$ cat src/rtl/digit_scanner_pkg.sv
//==============================================================================
// Module : digit_scanner_pkg
// Brief  : Bank-select codes and active-low 7-segment patterns {g,f,e,d,c,b,a}.
// Rev    : 1.0
//==============================================================================
`default_nettype none

package digit_scanner_pkg;

  typedef logic [6:0] seg_t;

  // State codes shared with the digit-entry logic.
  localparam logic [2:0] SL_A = 3'd0;
  localparam logic [2:0] SL_B = 3'd1;

  localparam seg_t SEG_BLANK = 7'b1111111;
  localparam seg_t SEG_0     = 7'b1000000;
  localparam seg_t SEG_1     = 7'b1111001;
  localparam seg_t SEG_2     = 7'b0100100;
  localparam seg_t SEG_3     = 7'b0110000;
  localparam seg_t SEG_4     = 7'b0011001;
  localparam seg_t SEG_5     = 7'b0010010;
  localparam seg_t SEG_6     = 7'b0000010;
  localparam seg_t SEG_7     = 7'b1111000;
  localparam seg_t SEG_8     = 7'b0000000;
  localparam seg_t SEG_9     = 7'b0010000;
  localparam seg_t SEG_A     = 7'b0001000;
  localparam seg_t SEG_B     = 7'b0000011;
  localparam seg_t SEG_C     = 7'b1000110;
  localparam seg_t SEG_D     = 7'b0100001;
  localparam seg_t SEG_E     = 7'b0000110;
  localparam seg_t SEG_F     = 7'b0001110;

endpackage

`default_nettype wire

$ cat src/rtl/digit_scanner_seg_decoder.sv
//==============================================================================
// Module : seg_decoder
// Brief  : 4-bit hex value to active-low 7-segment pattern (pure case table).
// Rev    : 1.0
//==============================================================================
`default_nettype none

module seg_decoder
  import digit_scanner_pkg::*;
(
  input  logic [3:0] value,
  output seg_t       seg
);

  always_comb begin
    seg = SEG_BLANK;
    case (value)
      4'h0: seg = SEG_0;
      4'h1: seg = SEG_1;
      4'h2: seg = SEG_2;
      4'h3: seg = SEG_3;
      4'h4: seg = SEG_4;
      4'h5: seg = SEG_5;
      4'h6: seg = SEG_6;
      4'h7: seg = SEG_7;
      4'h8: seg = SEG_8;
      4'h9: seg = SEG_9;
      4'hA: seg = SEG_A;
      4'hB: seg = SEG_B;
      4'hC: seg = SEG_C;
      4'hD: seg = SEG_D;
      4'hE: seg = SEG_E;
      4'hF: seg = SEG_F;
      default: seg = SEG_BLANK;
    endcase
  end

endmodule

`default_nettype wire

$ cat src/rtl/digit_scanner.sv
//==============================================================================
// Module : digit_scanner
// Brief  : 4-digit multiplexed common-anode display driver with cursor blink.
// Rev    : 1.0
//==============================================================================
`default_nettype none

module digit_scanner
  import digit_scanner_pkg::*;
#(
  parameter int SCAN_DIV  = 50000,
  parameter int BLINK_DIV = 64
) (
  input  logic       clk,
  input  logic       rst,
  input  logic [3:0] A1,
  input  logic [3:0] A2,
  input  logic [3:0] A3,
  input  logic [3:0] A4,
  input  logic [3:0] B1,
  input  logic [3:0] B2,
  input  logic [3:0] B3,
  input  logic [3:0] B4,
  input  logic [2:0] ST_L,
  input  logic [1:0] index,
  input  logic       enabled,
  output logic [3:0] an,
  output seg_t       seg,
  output logic       dp
);

  localparam int DIV_W = (SCAN_DIV > 1) ? $clog2(SCAN_DIV) : 1;
  localparam int BLK_W = (BLINK_DIV > 1) ? $clog2(BLINK_DIV) : 1;
  localparam logic [DIV_W-1:0] C_DIV_LAST = DIV_W'(SCAN_DIV - 1);
  localparam logic [DIV_W-1:0] C_DIV_ONE  = DIV_W'(1);
  localparam logic [BLK_W-1:0] C_BLK_LAST = BLK_W'(BLINK_DIV - 1);
  localparam logic [BLK_W-1:0] C_BLK_ONE  = BLK_W'(1);

  logic [DIV_W-1:0] div_cnt;
  logic [1:0]       ptr;
  logic [BLK_W-1:0] blk_cnt;
  logic             blink;

  logic       w_tick;
  logic       w_round;
  logic       w_blink_wrap;
  logic       w_blink_nxt;
  logic [1:0] w_ptr_nxt;
  logic       w_bank_b;
  logic [3:0] w_digit;
  logic       w_cursor;
  seg_t       w_seg;

  assign w_tick       = (div_cnt == C_DIV_LAST);
  assign w_ptr_nxt    = ptr + 2'd1;
  assign w_round      = w_tick && (ptr == 2'd3);
  assign w_blink_wrap = w_round && (blk_cnt == C_BLK_LAST);
  // The digit-1 load on a round edge must already see the toggled phase.
  assign w_blink_nxt  = blink ^ w_blink_wrap;
  assign w_bank_b     = (ST_L == SL_B);
  assign w_cursor     = enabled && (index == w_ptr_nxt);

  always_comb begin
    w_digit = 4'h0;
    case (w_ptr_nxt)
      2'd0: w_digit = w_bank_b ? B1 : A1;
      2'd1: w_digit = w_bank_b ? B2 : A2;
      2'd2: w_digit = w_bank_b ? B3 : A3;
      2'd3: w_digit = w_bank_b ? B4 : A4;
      default: w_digit = 4'h0;
    endcase
  end

  seg_decoder u_seg_decoder (
    .value (w_digit),
    .seg   (w_seg)
  );

  always_ff @(posedge clk or negedge rst) begin
    if (!rst) begin
      div_cnt <= '0;
      ptr     <= 2'd3;
      blk_cnt <= '0;
      blink   <= 1'b0;
      an      <= 4'b1111;
      seg     <= SEG_BLANK;
      dp      <= 1'b1;
    end else begin
      div_cnt <= w_tick ? '0 : div_cnt + C_DIV_ONE;
      if (w_tick) begin
        ptr <= w_ptr_nxt;
        an  <= ~(4'b0001 << w_ptr_nxt);
        seg <= (w_cursor && w_blink_nxt) ? SEG_BLANK : w_seg;
        dp  <= ~w_cursor;
      end
      if (w_round) begin
        blk_cnt <= w_blink_wrap ? '0 : blk_cnt + C_BLK_ONE;
        blink   <= w_blink_nxt;
      end
    end
  end

endmodule

`default_nettype wire

$ cat config.mk
export PLATFORM = sky130hd
export DESIGN_NAME = digit_scanner
export DESIGN_NICKNAME = d
export VERILOG_FILES = /design/src/rtl/digit_scanner_pkg.sv /design/src/rtl/digit_scanner_seg_decoder.sv /design/src/rtl/digit_scanner.sv
export SDC_FILE = /design/constraint.sdc
export NUM_CORES = 1
export LEC_CHECK = 0
export CORE_ASPECT_RATIO = 0.9
export CORE_UTILIZATION = 35
export CTS_BUF_LIST = sky130_fd_sc_hd__clkbuf_4 sky130_fd_sc_hd__clkbuf_8
export CTS_CLUSTER_DIAMETER = 200
export CTS_CLUSTER_SIZE = 20
export DETAILED_ROUTE_END_ITERATION = 8
export PLACE_DENSITY = 0.6
export RECOVER_POWER = 50
export SKIP_LAST_GASP = 1
export SYNTH_ARGS = -nofsm -noshare
export SYNTH_HDL_FRONTEND = slang
export SYNTH_SLANG_ARGS = --single-unit
$ cat constraint.sdc
create_clock -name clk -period 7.93 [get_ports clk]
set_input_delay 1.9825 -clock clk [delete_from_list [all_inputs] [get_ports clk]]
set_output_delay 1.9825 -clock clk [all_outputs]
set_load 0.01 [all_outputs]
Word-level counts from Yosys, hierarchy flattened:

Memory sizes are Yosys's and may differ from the RTL's.
Cells that the tools add are included.

* output and inout bits: 12
* bits in registers: 37
* input bits: 40
* bits in read-only memories: 112
* memories kept: 1

* equality and inequality tests: 8
* shift operators: 1
* reductions and logical operators: 5
* mux-type cells: 8
* add/subtract/negate cells: 3
* bitwise logic cells: 3

Memories
* (no name shown): words 16, bits a word 7, rd ports 1, clocked after Yosys merged registers in 0, write ports 0, RTL line digit_scanner_seg_decoder.sv:17 `case (value)`

Operator list (number)
* adder 16 x 1 -> 16 bit (second input constant): 1
* equality test 16 bit (second input constant): 1
* 2-to-1 mux 16 bit: 1
* 2-to-1 mux 4 bit: 4
* case mux 4 bit (4 select lines): 1
* 2-to-1 mux 7 bit: 1
* adder 6 x 1 -> 6 bit (second input constant): 1
* equality test 2 bit (second input constant): 3
* equality test 6 bit (second input constant): 1
* 2-to-1 mux 6 bit: 1
* logical AND 1 bit: 4
* NOT 4 bit: 1
* << shifter 1 x 2 -> 4 bit (first input constant): 1
* equality test 3 x 1 -> 1 bit (second input constant): 1
* adder 2 x 1 -> 2 bit (second input constant): 1
* equality test 2 x 1 -> 1 bit (second input constant): 1
* equality test 2 bit: 1
* logical NOT 2 bit: 1
* NOT 1 bit: 1
* bitwise XOR 1 bit: 1

Longest topological paths before layout:

Gate-level depths: netlist of the first run.

* depth after elaboration: 6
* gate-level depth with buffers: 12

Hierarchy:

From an unflattened synthesis of the first run, not the netlist that was laid out.

* cells, all modules: 221
* area, all modules: 2296.0 um2

By module, submodules not included
* digit_scanner: instances 1, cells an instance 189, area each 2020.7 um2
* seg_decoder: instances 1, cells an instance 32, area each 275.3 um2

Worst setup path after synthesis of the first run:

No wires, ideal clock.

* kind: input port to flip-flop
* start point: in ST_L[1]
* end point: reg seg[6]
* cell stages on the path: 8
* arrival: 3.899 ns
* library setup time: 0.094 ns
* path slack: 3.937 ns
* cell sequence: nor3b_4 > mux2_2 > mux2i_1 > inv_1 > ha_1 > mux2_2 > a22oi_1 > a21oi_1

* cells in the longest elaborated chain, start to end: 5
* elaborated cells between the ends (all ways): 8
* those cells by class: eq/ne: 1; mux: 6; memory: 1

RTL lines
* from (decl): RTL line digit_scanner.sv:24 `input logic [2:0] ST_L,`
* equality test 3 x 1 -> 1 bit (*): RTL line digit_scanner.sv:60 `assign w_bank_b = (ST_L == SL_B);`
* 2-to-1 mux 4 bit (on tied branches)
* case mux 4 bit (4 select lines) (*): RTL line digit_scanner.sv:65 `case (w_ptr_nxt)`
* memory (16 x 7 bit) (*)
* 2-to-1 mux 7 bit (*): RTL line digit_scanner.sv:93 `seg <= (w_cursor && w_blink_nxt) ? SEG_BLANK : w_seg;`
* to (signal assigned): RTL line digit_scanner.sv:93
* to (decl): RTL line digit_scanner.sv:28 `output seg_t seg,`

Every way passes the cells marked *; elsewhere a longest branch is shown, timed or not.
A chain may end at the register's enable or synchronous reset.

Worst setup path after layout of the first run:

Ends and elaborated chain as after synthesis.

==> flow_summary.json, run 1 <==
{
  "hold_class": "flop to flop",
  "overflow": 0,
  "hold_violations": 0,
  "dpl-instance-area_sq_mm": 0.00280,
  "combinationalPowerShare": 0.139,
  "cp.depth": 9,
  "die_w_um": 86.3,
  "synth_seq_cells": 37,
  "p_clk_frac": 0.359,
  "crit_top_cell": "mux2_2",
  "grt_pass1_wl_mm": 8.20,
  "synthesis.nets": 278,
  "yosysWarnings": 0,
  "dieHeight_um": 77.9,
  "routedWlPerCell_um": 13.2,
  "cts_tree": "done",
  "status": "complete, but fails checks",
  "postRouteWirelength_mm": 4.79,
  "async_flop_share": 1.00,
  "ff2ff_path_depth": 10,
  "cts_buffer_depth": 2,
  "grt_pass1_vias": 1698,
  "tns_ns": 0,
  "layout.cells.most_common": "clkdlybuf4s50_1",
  "worst_path_largest_cell_delay_ns": 0.45,
  "cp-start-kind": "input pin",
  "critPathRequiredTime_ns": 8.12,
  "track_usage": 0.153,
  "startpoint": "ST_L[1]",
  "synthCells": 225,
  "vias_per_cell": 4.84,
  "crit_type": "input pin to flop",
  "cts_buffers": 5,
  "antenna_found_initial": 0,
  "power.density_mw_per_mm2": 134,
  "holdBufCountCts": 0,
  "cts_max_level": 2,
  "min-delay-start": "dp",
  "fillers": 599,
  "fin_area_sq_mm": 0.00289,
  "drt_pass1_iterations": 4,
  "initial_utilization": 0.364,
  "cts.sinks": 37,
  "finalWeightedCongestion": 0.854,
  "path_max_fanout": 8,
  "root_buffer": "clkbuf_8",
  "slew_viol_final": 38,
  "pin_count": 52,
  "crit_family": "multiplexers",
  "drtIter0Drc": 73,
  "antenna_cells": 0,
  "grt_setup_unrepaired": "false",
  "grt_max_degree": 38,
  "die_area_sq_mm": 0.00672,
  "fmax_mhz": 226,
  "drc": 0,
  "swShare": 0.220,
  "areaGrowthSynthToFinish_pct": 29.2,
  "drive_gt1_frac": 0.120,
  "routed-via-count": 1752,
  "ir_worst_vdd_v": 0.0000783,
  "drtAntennaViolNets": 0,
  "endpoint_kind": "flop",
  "r2r-start": "ptr[0]",
  "worst_pin_slew_ns": 1.90,
  "drv_cap": 1,
  "mostFrequentLayoutCells": "50 x clkdlybuf4s50_1, 24 x nor2_1, 23 x dfrtp_1, 22 x nand2_1, 14 x dfstp_2",
  "regToRegSetupSlack_ns": 4.84,
  "yosysSeqAreaShare": 0.421,
  "p_sw_w": 0.0000851,
  "netlist_area_sq_mm": 0.00224,
  "internal-power_w": 0.000302,
  "path_buf_inv": 2,
  "p_total_w": 0.000387,
  "holdPathStages": 2,
  "fin_hold_ws_ns": 0.459,
  "clk_pin_slew_ns": 0.07,
  "place_hpwl_mm": 3.58,
  "synth_ff_type": "dfrtp_1",
  "path_cells": "clkdlybuf4s50_1, nor3b_4, mux2_2, mux2i_1, inv_1, ha_1, mux2_2, a22oi_1, a21oi_1",
  "ys_types": 47,
  "violations": "capacitance limit, slew limit",
  "dp_slack_ns": 3.24,
  "core_sq_mm": 0.00615,
  "clk-insertion-delay-late_ns": 0.28,
  "p_leak_nw": 1.17,
  "synth_edf_count": 0,
  "cp-endpoint": "seg[6]",
  "regToRegEndpoint": "seg[6]",
  "post-route-period-util": 0.558,
  "postSynthAreaPerCell_sq_um": 9.95,
  "cts_resized": 0,
  "p_seq_frac": 0.502,
  "finClkSkew_ns": 0.00374,
  "post-cts-setup-buffers": 0,
  "finalCriticalPeriod_ns": 4.43,
  "row_count": 27,
  "max_slew_margin": -0.264,
  "io_buffer_count": 51,
  "critPathArrivalTime_ns": 4.62,
  "setup_viol": 0,
  "nets": 327,
  "cp_slowest_cell": "nor3b_4",
  "worst_slack_ns": 3.50
}
[cell type report]
type | count | area, sq um | area share
Clock buffer | 8 | 97.6 | 0.0337
Inverter | 9 | 33.8 | 0.0117
Multi-Input combinational cell | 170 | 1200 | 0.417
Sequential cell | 37 | 943 | 0.326
Tap cell | 87 | 109 | 0.0376
Timing Repair Buffer | 51 | 504 | 0.174
[routing by layer]
metal / track usage / wire (um)
met5: 0 / 0
met3: 0.0319 / 180
met1: 0.221 / 2480
met2: 0.236 / 2110
met4: 0.0300 / 27
[stage by stage]
| step | util | std cells |
|---|---|---|
| final | 0.470 | 362 |
| after global routing | 0.470 | 362 |
| after CTS | 0.471 | 362 |
| after detailed placement | 0.455 | 354 |
| after global placement | 0.455 | 354 |
| after floorplan | - | 225 |
[power by group through the flow]
stage	Sequential [W]	Clock (W)	Combinational, W
global placement	0.000198	0	0.0000538
finish	0.000195	0.000139	0.0000537
global route	0.000195	0.000156	0.0000592
floorplan	0.000199	0	0.0000221
detailed placement	0.000198	0	0.0000540
CTS	0.000194	0.000146	0.0000544
[cells in the mapped netlist, types with 4 or more instances]
library cell  instances  area share
mux2i_1               6       0.027
dfrtp_1              23        0.26
nand2_1              22       0.037
nor2_1               24       0.040
inv_1                 8       0.013
xnor2_1              11       0.043
ha_1                 13       0.073
o21ai_0              13       0.029
a222oi_1              6       0.027
buf_2                 4      0.0089
a21oi_1               4      0.0089
nand3_1              12       0.027
xor2_1                9       0.035
nand4_1               4       0.011
dfstp_2              14        0.16
[worst min-delay path by stage]
| stage | to | slack [ns] |
|---|---|---|
| CTS | dp | 0.47 |
| floorplan | blk_cnt[5] | 0.45 |
| global placement | dp | 0.44 |
| global route | dp | 0.49 |
| finish | dp | 0.46 |
| detailed placement | dp | 0.46 |
[registers in the layout, indices dropped and copies added, names as in the netlist]
name and count:
div_cnt 16, ptr 2, blk_cnt 6, blink 1, dp 1, seg 7
an 4
[worst min-delay path: stages (launching register included)]
cell and delay [ns]:
dfstp_2 0.37, nand2_1 0.05, nand2_1 0.04
[logic make-up after synthesis]
logic type      count (synthesis)  synth area share
xor+xnor                       20            0.0782
mux                            13            0.0704
simple gates                   84             0.194
flops                          37             0.421
fa+ha+maj                      13            0.0726
compound gates                 40             0.123
buf+inv                        18            0.0408
Power figures use the tool's default switching activity.
==> inputs of run 2 (changes only) <==
PLACE_DENSITY = 0.63   (was 0.6)
clock period = 4.05 ns   (was 7.93 ns; I/O delays follow)
==> flow_summary.json, run 2 (synthesis results as in run 1) <==
{
  "finalWeightedCongestion": 0.921,
  "internal-power_w": 0.000567,
  "mostFrequentLayoutCells": "50 x clkdlybuf4s50_1, 24 x nor2_1, 23 x dfrtp_1, 22 x nand2_1, 14 x dfstp_2",
  "max_slew_margin": -0.303,
  "power.density_mw_per_mm2": 256,
  "combinationalPowerShare": 0.145,
  "grt_setup_unrepaired": "false",
  "grt_pass1_wl_mm": 8.51,
  "drive_gt1_frac": 0.126,
  "die_area_sq_mm": 0.00672,
  "setup_viol": 0,
  "postRouteWirelength_mm": 4.97,
  "path_buf_inv": 2,
  "finClkSkew_ns": 0.00676,
  "fmax_mhz": 314,
  "cts_max_level": 2,
  "cts_resized": 0,
  "drt_pass1_iterations": 5,
  "layout.cells.most_common": "clkdlybuf4s50_1",
  "grt_max_degree": 38,
  "finalCriticalPeriod_ns": 3.19,
  "areaGrowthSynthToFinish_pct": 29.3,
  "crit_type": "input pin to flop",
  "grt_pass1_vias": 1781,
  "cts_tree": "done",
  "vias_per_cell": 4.92,
  "p_total_w": 0.000742,
  "drv_cap": 1,
  "fin_area_sq_mm": 0.00290,
  "ff_latch_area_sq_um": 943,
  "row_count": 27,
  "worst_pin_slew_ns": 1.95,
  "dp_cells": 356,
  "dpl-instance-area_sq_mm": 0.00281,
  "pin_count": 52,
  "largest_reg_flops": 16,
  "p_leak_nw": 1.18,
  "clk-insertion-delay-late_ns": 0.28,
  "ir_worst_vdd_v": 0.000147,
  "multi_input_area_sq_mm": 0.00120,
  "track_usage": 0.162,
  "fillers": 603,
  "core_sq_mm": 0.00615,
  "violations": "capacitance limit, slew limit",
  "cp_slowest_cell": "clkdlybuf4s50_1",
  "critPathArrivalTime_ns": 3.39,
  "drtIter0Drc": 118,
  "p_sw_w": 0.000175,
  "post-cts-setup-buffers": 0,
  "largest-register": "div_cnt",
  "routedWlPerCell_um": 13.7,
  "swShare": 0.236,
  "status": "complete, but fails checks",
  "place_hpwl_mm": 3.72,
  "antenna_cells": 0,
  "hold_violations": 0,
  "crit_family": "multiplexers",
  "path_max_fanout": 5,
  "slew_viol_final": 38,
  "initial_utilization": 0.364,
  "post_layout_nonfiller_instances": 364,
  "startpoint": "ST_L[1]",
  "p_seq_frac": 0.512,
  "cp-start-kind": "input pin",
  "r2r-start": "ptr[0]",
  "p_clk_frac": 0.343,
  "drtAntennaViolNets": 0,
  "hold_class": "flop to flop",
  "top_regs": "div_cnt (16), seg (7), blk_cnt (6)",
  "critPathRequiredTime_ns": 4.25,
  "io_buffer_count": 51,
  "cts.sinks": 37,
  "min-delay-start": "dp",
  "drc": 0,
  "nets": 329,
  "worst_path_largest_cell_delay_ns": 0.44,
  "post-route-period-util": 0.787,
  "cts_buffers": 5,
  "antenna_found_initial": 0,
  "overflow": 0,
  "final_core_util": 0.471,
  "cts_buffer_depth": 2,
  "tns_ns": 0,
  "holdBufCountCts": 0,
  "clk_pin_slew_ns": 0.08,
  "die_w_um": 86.3,
  "routed-via-count": 1792,
  "root_buffer": "clkbuf_8",
  "dieHeight_um": 77.9,
  "path_cells": "clkdlybuf4s50_1, nor3b_4, mux2_1, mux2i_1, inv_1, ha_1, mux2_2, a22oi_1, a21oi_1",
  "endpoint_kind": "flop"
}
-- run 2: cell types whose count changed in the layout (fill, tap and decap cells not counted), sizes merged --
cell and delta:
buf +2, clkbuf -2, clkinv +2
-- run 2: layout make-up --
class,count,share of cell area
clock inverters,2,0.00346
well taps,87,0.0376
clock buffers,6,0.0263
multi-input cells,170,0.416
inverters,9,0.0117
flip-flops and latches,37,0.326
repair buffers,53,0.179
-- run 2: stage by stage --
stage	worst slack, ns	hold slack (ns)
3_5_place_dp	0.547	0.445
5_1_grt	0.687	0.459
3_3_place_gp	0.623	0.445
6_report	0.862	0.455
4_1_cts	0.866	0.456
2_1_floorplan	1.03	0.445
-- run 2: worst paths after layout --
path,endpoint,slack [ns],cells past startpoint
worst max register to register,seg[6],1.13,10
min in group asynchronous,blk_cnt[3],1.26,1
worst min-delay path,dp,0.45,2
worst min register to register,dp,0.45,2
worst max-delay path,seg[6],0.86,9
max in group asynchronous,div_cnt[14],1.66,1
-- run 2: worst min-delay path, stage by stage (launching register included) --
cell,delay (ns)
dfstp_2,0.37
nand2_1,0.05
nand2_1,0.04
-- run 2: power groups by stage --
stage	Sequential (W)	Combinational [W]	Clock (W)
6_report	0.000380	0.000108	0.000255
5_1_grt	0.000381	0.000118	0.000284
4_1_cts	0.000380	0.000109	0.000267
3_5_place_dp	0.000387	0.000108	0
3_3_place_gp	0.000387	0.000108	0
2_1_floorplan	0.000389	0.0000432	0
-- run 2: layer usage --
layer,share of wire,vias up,global-route usage
li1,-,899,-
met1,0.51,857,0.236
met5,0,-,0
met4,0.0089,0,0.0383
met3,0.036,4,0.0436
met2,0.44,32,0.235
